==> src/rtl/segled_scan_sched_pkg.sv <==
// Shared types and constants for the multiplexed 7-segment scan scheduler.
package segled_pkg;

    // Code sent to the hex decoder when nothing should be lit.
    localparam logic [3:0] SEG_CODE_BLANK = 4'hF;

    // Bit positions inside the 2-bit write attribute field.
    localparam int ATTR_BLINK = 1;
    localparam int ATTR_BLANK = 0;

    // One display buffer entry.
    typedef struct packed {
        logic [3:0] data;
        logic       blink;
        logic       blank;
    } seg_entry_t;

    // Scan slot phase: all digits off, then the selected digit shown.
    typedef enum logic {
        SCAN_BLANK = 1'b0,
        SCAN_SHOW  = 1'b1
    } scan_state_t;

    // Which write port won the most recent arbitration.
    typedef enum logic {
        GRANT_A = 1'b0,
        GRANT_B = 1'b1
    } grant_t;

    localparam seg_entry_t SEG_ENTRY_RESET = '{data: SEG_CODE_BLANK, blink: 1'b0, blank: 1'b1};

    // Build a buffer entry from a write request's data and attribute fields.
    function automatic seg_entry_t make_entry(input logic [3:0] data, input logic [1:0] attr);
        seg_entry_t e;
        e.data  = data;
        e.blink = attr[ATTR_BLINK];
        e.blank = attr[ATTR_BLANK];
        return e;
    endfunction

endpackage

==> src/rtl/segled_scan_sched_if.sv <==
// Write-request channel into the display buffer (valid/ready handshake).
interface segled_scan_sched_if;
    import segled_pkg::*;

    logic       valid;
    logic       ready;
    logic [2:0] digit;
    logic [3:0] data;
    logic [1:0] attr;

    modport master (output valid, output digit, output data, output attr, input ready);
    modport slave  (input valid, input digit, input data, input attr, output ready);

endinterface

==> src/rtl/segled_scan_sched_wr_arb.sv <==
// Two-port round-robin write arbiter and the per-digit display buffer it feeds.
module segled_wr_arb
    import segled_pkg::*;
#(
    parameter int NUM_DIGITS = 6
) (
    input  logic                  CLK_50M,
    input  logic                  RST_N,
    segled_scan_sched_if.slave    a_port,
    segled_scan_sched_if.slave    b_port,
    input  logic [2:0]            rd_idx,
    output seg_entry_t            rd_entry,
    output logic                  wr_err
);

    localparam logic [3:0] NUM_DIGITS_L = 4'(NUM_DIGITS);

    grant_t     last_grant_reg;
    seg_entry_t buf_reg [8];
    logic       wr_err_reg;

    logic       grant_a;
    logic       grant_b;
    logic       wr_acc;
    logic       wr_in_range;
    logic       wr_en;
    logic [2:0] wr_idx;
    seg_entry_t wr_entry;

    // Grant selection: a lone requester wins; on contention the port that did not win last time wins.
    always_comb begin
        grant_a     = RST_N && a_port.valid && (!b_port.valid || (last_grant_reg == GRANT_B));
        grant_b     = RST_N && b_port.valid && (!a_port.valid || (last_grant_reg == GRANT_A));
        wr_acc      = grant_a || grant_b;
        wr_idx      = grant_a ? a_port.digit : b_port.digit;
        wr_entry    = grant_a ? make_entry(a_port.data, a_port.attr)
                              : make_entry(b_port.data, b_port.attr);
        wr_in_range = ({1'b0, wr_idx} < NUM_DIGITS_L);
        wr_en       = wr_acc && wr_in_range;
    end

    assign a_port.ready = grant_a;
    assign b_port.ready = grant_b;

    // Remember the winner of every accepted write for round-robin fairness.
    always_ff @(posedge CLK_50M or negedge RST_N) begin
        if (!RST_N) begin
            last_grant_reg <= GRANT_B;
        end else if (wr_acc) begin
            last_grant_reg <= grant_a ? GRANT_A : GRANT_B;
        end
    end

    // Display buffer; entries at or beyond NUM_DIGITS are never written.
    always_ff @(posedge CLK_50M or negedge RST_N) begin
        if (!RST_N) begin
            for (int i = 0; i < 8; i++) begin
                buf_reg[i] <= SEG_ENTRY_RESET;
            end
        end else if (wr_en) begin
            for (int i = 0; i < 8; i++) begin
                if (wr_idx == 3'(i)) begin
                    buf_reg[i] <= wr_entry;
                end
            end
        end
    end

    // Flag accepted writes that target a digit that does not exist.
    always_ff @(posedge CLK_50M or negedge RST_N) begin
        if (!RST_N) begin
            wr_err_reg <= 1'b0;
        end else begin
            wr_err_reg <= wr_acc && !wr_in_range;
        end
    end

    assign wr_err = wr_err_reg;

    // Read port forwards a write landing on the same edge, so a write in the latch cycle is seen this slot.
    always_comb begin
        rd_entry = buf_reg[rd_idx];
        if (wr_en && (wr_idx == rd_idx)) begin
            rd_entry = wr_entry;
        end
    end

endmodule

==> src/rtl/segled_scan_sched.sv <==
// Scan scheduler: time-multiplexes the display buffer onto active-low digit enables
// with a blanking gap per slot, plus blink timing and frame markers.
module segled_scan_sched
    import segled_pkg::*;
#(
    parameter int NUM_DIGITS   = 6,
    parameter int TICK_CYCLES  = 5000,
    parameter int BLANK_CYCLES = 50,
    parameter int BLINK_TICKS  = 2500
) (
    input  logic                  CLK_50M,
    input  logic                  RST_N,
    segled_scan_sched_if.slave    a_port,
    segled_scan_sched_if.slave    b_port,
    output logic                  wr_err,
    output logic [NUM_DIGITS-1:0] SEG_EN,
    output logic [3:0]            scan_code,
    output logic                  frame_start
);

    localparam int CNT_W  = (TICK_CYCLES > 1) ? $clog2(TICK_CYCLES) : 1;
    localparam int TICK_W = (BLINK_TICKS > 1) ? $clog2(BLINK_TICKS) : 1;

    localparam logic [CNT_W-1:0]  CNT_LAST  = CNT_W'(TICK_CYCLES - 1);
    localparam logic [CNT_W-1:0]  CNT_LATCH = CNT_W'(BLANK_CYCLES - 1);
    localparam logic [TICK_W-1:0] TICK_LAST = TICK_W'(BLINK_TICKS - 1);
    localparam logic [2:0]        IDX_LAST  = 3'(NUM_DIGITS - 1);

    scan_state_t           state_reg, state_next;
    logic [CNT_W-1:0]      cnt_reg, cnt_next;
    logic [2:0]            idx_reg, idx_next;
    seg_entry_t            show_reg, show_next;
    logic [TICK_W-1:0]     tick_reg, tick_next;
    logic                  phase_reg, phase_next;

    logic [NUM_DIGITS-1:0] seg_en_reg;
    logic [3:0]            scan_code_reg, scan_code_next;
    logic                  frame_start_reg, frame_start_next;

    logic                  slot_end;
    logic                  latch_cycle;
    logic                  visible_next;
    logic [NUM_DIGITS-1:0] digit_on_next;
    seg_entry_t            rd_entry;

    segled_wr_arb #(
        .NUM_DIGITS (NUM_DIGITS)
    ) u_wr_arb (
        .CLK_50M  (CLK_50M),
        .RST_N    (RST_N),
        .a_port   (a_port),
        .b_port   (b_port),
        .rd_idx   (idx_reg),
        .rd_entry (rd_entry),
        .wr_err   (wr_err)
    );

    // Scan state register, slot counter, digit index, show latch and blink timing.
    always_ff @(posedge CLK_50M or negedge RST_N) begin
        if (!RST_N) begin
            state_reg <= SCAN_BLANK;
            cnt_reg   <= '0;
            idx_reg   <= '0;
            show_reg  <= SEG_ENTRY_RESET;
            tick_reg  <= '0;
            phase_reg <= 1'b0;
        end else begin
            state_reg <= state_next;
            cnt_reg   <= cnt_next;
            idx_reg   <= idx_next;
            show_reg  <= show_next;
            tick_reg  <= tick_next;
            phase_reg <= phase_next;
        end
    end

    // Next-state logic: blank gap, latch on its last cycle, show until the slot ends.
    always_comb begin
        state_next  = state_reg;
        cnt_next    = cnt_reg + CNT_W'(1);
        idx_next    = idx_reg;
        show_next   = show_reg;
        tick_next   = tick_reg;
        phase_next  = phase_reg;
        slot_end    = (cnt_reg == CNT_LAST);
        latch_cycle = (state_reg == SCAN_BLANK) && (cnt_reg == CNT_LATCH);

        if (latch_cycle) begin
            state_next = SCAN_SHOW;
            show_next  = rd_entry;
        end

        if (slot_end) begin
            state_next = SCAN_BLANK;
            cnt_next   = '0;
            idx_next   = (idx_reg == IDX_LAST) ? 3'd0 : idx_reg + 3'd1;
            if (tick_reg == TICK_LAST) begin
                tick_next  = '0;
                phase_next = !phase_reg;
            end else begin
                tick_next  = tick_reg + TICK_W'(1);
            end
        end

        visible_next     = (state_next == SCAN_SHOW) && !show_next.blank
                           && !(show_next.blink && phase_next);
        scan_code_next   = (state_next == SCAN_SHOW) ? show_next.data : SEG_CODE_BLANK;
        frame_start_next = latch_cycle && (idx_reg == 3'd0);
    end

    // Per-digit enable decode of the upcoming cycle.
    for (genvar gi = 0; gi < NUM_DIGITS; gi++) begin : g_digit_en
        assign digit_on_next[gi] = visible_next && (idx_next == 3'(gi));
    end

    // Outputs are registered so the digit drivers never see decode glitches.
    always_ff @(posedge CLK_50M or negedge RST_N) begin
        if (!RST_N) begin
            seg_en_reg      <= '1;
            scan_code_reg   <= SEG_CODE_BLANK;
            frame_start_reg <= 1'b0;
        end else begin
            seg_en_reg      <= ~digit_on_next;
            scan_code_reg   <= scan_code_next;
            frame_start_reg <= frame_start_next;
        end
    end

    assign SEG_EN      = seg_en_reg;
    assign scan_code   = scan_code_reg;
    assign frame_start = frame_start_reg;

endmodule
==> src/flat_wrapper.sv <==
// flat-port wrapper written by rule: the top's interface ports become plain ports
module segled_scan_sched_flat import segled_pkg::*;
#(
    parameter int NUM_DIGITS   = 6,
    parameter int TICK_CYCLES  = 5000,
    parameter int BLANK_CYCLES = 50,
    parameter int BLINK_TICKS  = 2500
)
  (CLK_50M, RST_N, wr_err, SEG_EN, scan_code, frame_start, a_port_valid, a_port_digit, a_port_data, a_port_attr, a_port_ready, b_port_valid, b_port_digit, b_port_data, b_port_attr, b_port_ready);
  segled_scan_sched_if a_port_i ();
  segled_scan_sched_if b_port_i ();
  input  logic CLK_50M;
  input  logic RST_N;
  output logic wr_err;
  output logic [NUM_DIGITS-1:0] SEG_EN;
  output logic [3:0] scan_code;
  output logic frame_start;
  input wire logic [$bits(a_port_i.valid)-1:0] a_port_valid;
  input wire logic [$bits(a_port_i.digit)-1:0] a_port_digit;
  input wire logic [$bits(a_port_i.data)-1:0] a_port_data;
  input wire logic [$bits(a_port_i.attr)-1:0] a_port_attr;
  output wire logic [$bits(a_port_i.ready)-1:0] a_port_ready;
  input wire logic [$bits(b_port_i.valid)-1:0] b_port_valid;
  input wire logic [$bits(b_port_i.digit)-1:0] b_port_digit;
  input wire logic [$bits(b_port_i.data)-1:0] b_port_data;
  input wire logic [$bits(b_port_i.attr)-1:0] b_port_attr;
  output wire logic [$bits(b_port_i.ready)-1:0] b_port_ready;
  assign a_port_i.valid = a_port_valid;
  assign a_port_i.digit = a_port_digit;
  assign a_port_i.data = a_port_data;
  assign a_port_i.attr = a_port_attr;
  assign a_port_ready = a_port_i.ready;
  assign b_port_i.valid = b_port_valid;
  assign b_port_i.digit = b_port_digit;
  assign b_port_i.data = b_port_data;
  assign b_port_i.attr = b_port_attr;
  assign b_port_ready = b_port_i.ready;
  segled_scan_sched #(.NUM_DIGITS(NUM_DIGITS), .TICK_CYCLES(TICK_CYCLES), .BLANK_CYCLES(BLANK_CYCLES), .BLINK_TICKS(BLINK_TICKS)) u_core (.CLK_50M(CLK_50M), .RST_N(RST_N), .a_port(a_port_i), .b_port(b_port_i), .wr_err(wr_err), .SEG_EN(SEG_EN), .scan_code(scan_code), .frame_start(frame_start));
endmodule
==> config.mk <==
export PLATFORM = sky130hd
export DESIGN_NAME = segled_scan_sched_flat
export DESIGN_NICKNAME = d
export VERILOG_FILES = /design/src/rtl/segled_scan_sched_pkg.sv /design/src/rtl/segled_scan_sched_if.sv /design/src/rtl/segled_scan_sched_wr_arb.sv /design/src/rtl/segled_scan_sched.sv /design/src/flat_wrapper.sv
export SDC_FILE = /design/constraint.sdc
export NUM_CORES = 1
export LEC_CHECK = 0
export BUFFER_PORTS_ARGS = -buffer_cell sky130_fd_sc_hd__buf_2
export CORE_UTILIZATION = 32
export DETAILED_ROUTE_END_ITERATION = 8
export PLACE_DENSITY_LB_ADDON = 0.08
export SLEW_MARGIN = 5
export SYNTH_ARGS = -nofsm -noshare
export SYNTH_HDL_FRONTEND = slang
export SYNTH_SLANG_ARGS = --single-unit
export TNS_END_PERCENT = 50
==> constraint.sdc <==
create_clock -name CLK_50M -period 3.8 [get_ports CLK_50M]
set_input_delay 0.19 -clock CLK_50M [delete_from_list [all_inputs] [get_ports CLK_50M]]
set_output_delay 0.19 -clock CLK_50M [all_outputs]
set_load 0.02 [all_outputs]
==> run summary <==
Clock Path Buffers = 2
Max Cap Viol = 0
core area = 14000 sq um
placer congestion estimate = 0.743
Worst R2R End = u_core.SEG_EN[0]$_DFF_PN1_
unrepaired setup endpoints after global routing = false
Synth cell types = 61
post-synthesis average cell area = 11.5 sq um
Period minus WS final = 3.00 ns
register area = 2500 sq um
worst r2r src = u_core.idx_reg[1]$_DFF_PN0_
EDFF count, synth = 0
DR iter-0 viols = 212
final setup fails = 0
worst setup path start = RST_N
Fin. Hold Viols = 0
HP Start = b_port_digit[1]
Root Driver = clkbuf_16
CTS tree = done
first-pass GRT wire length = 16900 microns
CP max stage cell = buf_4
Worst Tran Pin Value = 0.884 ns
diode count = 0
skew final = 0.00704 ns
multi-input logic area = 2020 sq um
post-route antenna net violation count = 0
row count = 43
Ys Warns = 0
Die Y-Extent = 123 microns
worst-path cell chain = dlygate4sd3_1 -> buf_4 -> buf_4 -> nand3_1 -> o21ai_4 -> nand3_4 -> mux2_4 -> a221o_1 -> or4_1
Yosys top cell area share = 31.5%
status = completed
vias in the first global route = 3093
DRC viols = 0
CP max FO = 62
H-tree depth = 3
setup TNS = 0 ns
via count = 3100
GRT Residual Overflow = 0
Design Power = 0.00268 W
drt via density = 5.02
CP max stage delay = 0.60 ns
Worst Hold Class = in2reg
1st-pass router iterations = 4
hold path depth = 3
final WL = 10100 microns
power per cell area = 504 nW/um^2
WS Path Type = in2reg
cells after synthesis = 407
nets@finish = 458
syn_nets = 432
leakage = 2.25 nW
synthesis-to-finish area growth = 14.0%
Slew Viols, Final = 0
Clk Latency, worst-skew pair = 0.35 ns
Largest register FFs = 48
most common cell in the synthesized netlist = dfstp_2
synth top area cells = dfstp_2 32%, dfrtp_1 22%, mux2_2 5.5%, mux4_2 4.8%, nand2_1 4.2%
largest net degree at the start of global routing = 63
Cell Area, Synth = 4670 sq um
ys flop type = dfstp_2
f_max = 333 MHz
r2r worst-path depth = 6
flop-to-flop setup slack = 0.91 ns
All-Layer GR Usage = 15.0%
clock-pin slew on the worst setup and hold paths = 0.07 ns
Post-DP HPWL = 7070 microns
Post-CTS Setup Inserts = 0
Critical Path AT = 3.26 ns
Worst setup EP type = flip-flop
drt wl/cell = 16.4 microns
CP dominant cell by count = buf_4
Post-synth top cells = 56 x dfstp_2, 52 x nand2_1, 41 x dfrtp_1, 28 x nor2_1, 23 x mux2_2
DIE WIDTH = 123 microns
post-synthesis sequential area ratio = 53.5%
IO Count = 36
#FFs+latches synth = 97
worst endpoint required time = 4.06 ns
CTS Sinks = 97
Port Buffers = 35
Starting Density = 33.3%
Worst VDD drop = 0.246 mV
Rel. slew slack = 41.0%
area of the die = 15100 sq um
asr flop ratio synth = 100%
filler instances = 1371
WHS Endpoint = u_core.u_wr_arb.wr_err$_DFF_PN0_
total CTS buffers = 9
critical path startpoint category = input pin
antenna violations before repair = 0
post-synth top area cell = dfstp_2
proportion of layout cells with a drive suffix above 1 = 36.8%
final worst path period share = 79.0%
[metrics by stage]
stage	worst slack, ns	cells	instance area [sq um]	utilization [%]	hold WS, ns
after floorplan	1.39	407	4670	-	-0.106
after global placement	0.959	601	4990	35.5	0.310
after detailed placement	0.950	601	4990	35.5	0.304
after CTS	0.754	618	5320	37.9	0.110
after global routing	0.608	618	5320	37.9	0.146
final	0.798	618	5320	37.9	0.124
[worst max-delay path, delay by kind of cell]
family                 cells  cell delay [ns]
buffers and inverters      3             1.25
and+or+nand+nor            3             0.90
AOI/OAI and AO/OA          2             0.54
muxes                      1             0.34
[cell type report]
class / instances / area share [%]
Timing Repair Buffer: 42 / 4.37
Clock inverter: 6 / 1.32
Clock buffer: 10 / 4.70
Sequential cell: 97 / 46.9
Inverter: 7 / 0.541
Multi-Input combinational cell: 276 / 37.9
Tap cell: 180 / 4.23
[cell usage in the layout (no fill, tap or decap), types with 3 or more instances in the layout]
cell type and instances:
a211o_1 4, a211oi_1 4, a21o_1 4, a21oi_1 9
and3_1 9, buf_2 34, buf_4 7, clkbuf_16 10
dfrtp_1 41, dfstp_2 56, ha_1 3, inv_1 5
mux2_2 23, mux2i_1 7, mux4_2 10, nand2_1 52
nand2b_1 3, nand3_1 16, nand4_1 10, nor2_1 28
nor3_1 7, nor4b_1 3, o21ai_0 17, o21ai_1 3
or3_1 3, xnor2_1 12, xor2_1 10
[logic make-up (layout without fill, tap and decap cells)]
logic type	Yosys count	after routing	synth area share, %
AND/OR/NAND/NOR	151	151	16.5
flip-flops	97	97	53.5
AO/OA/AOI/OAI	55	55	7.99
multiplexers	45	45	13.8
buffers and inverters	34	65	3.32
XOR/XNOR	22	22	4.13
adder cells (fa/ha/maj)	3	3	0.804
[per-layer routing]
| metal | wire [microns] | vias to the layer above | track usage (%) |
|---|---|---|---|
| met5 | 0 | - | 0 |
| met4 | 191 | 0 | 6.48 |
| met3 | 347 | 16 | 2.93 |
| met2 | 4590 | 46 | 22.8 |
| met1 | 5010 | 1541 | 20.8 |
| li1 | - | 1497 | - |
[how the worst max path moves through the flow]
stage | end | slack, ns
after global routing | u_core.SEG_EN[5]$_DFF_PN1_ | 0.61
after global placement | u_core.SEG_EN[5]$_DFF_PN1_ | 0.96
final | u_core.SEG_EN[0]$_DFF_PN1_ | 0.80
after floorplan | u_core.SEG_EN[5]$_DFF_PN1_ | 1.39
after CTS | u_core.SEG_EN[5]$_DFF_PN1_ | 0.75
after detailed placement | u_core.SEG_EN[5]$_DFF_PN1_ | 0.95
[where the power goes]
| part | leakage, nW | total [W] | switching [W] | internal [W] |
|---|---|---|---|---|
| combinational | 0.965 | 0.000392 | 0.000180 | 0.000212 |
| sequential | 1.13 | 0.00132 | 0.0000659 | 0.00126 |
| clock | 0.155 | 0.000967 | 0.000410 | 0.000556 |
[timing repair]
item,CTS,global route
hold buffers,1,0
endpoints found under the hold margin,28,0
gates resized for setup,0,0
(Power assumes the default switching activity.)
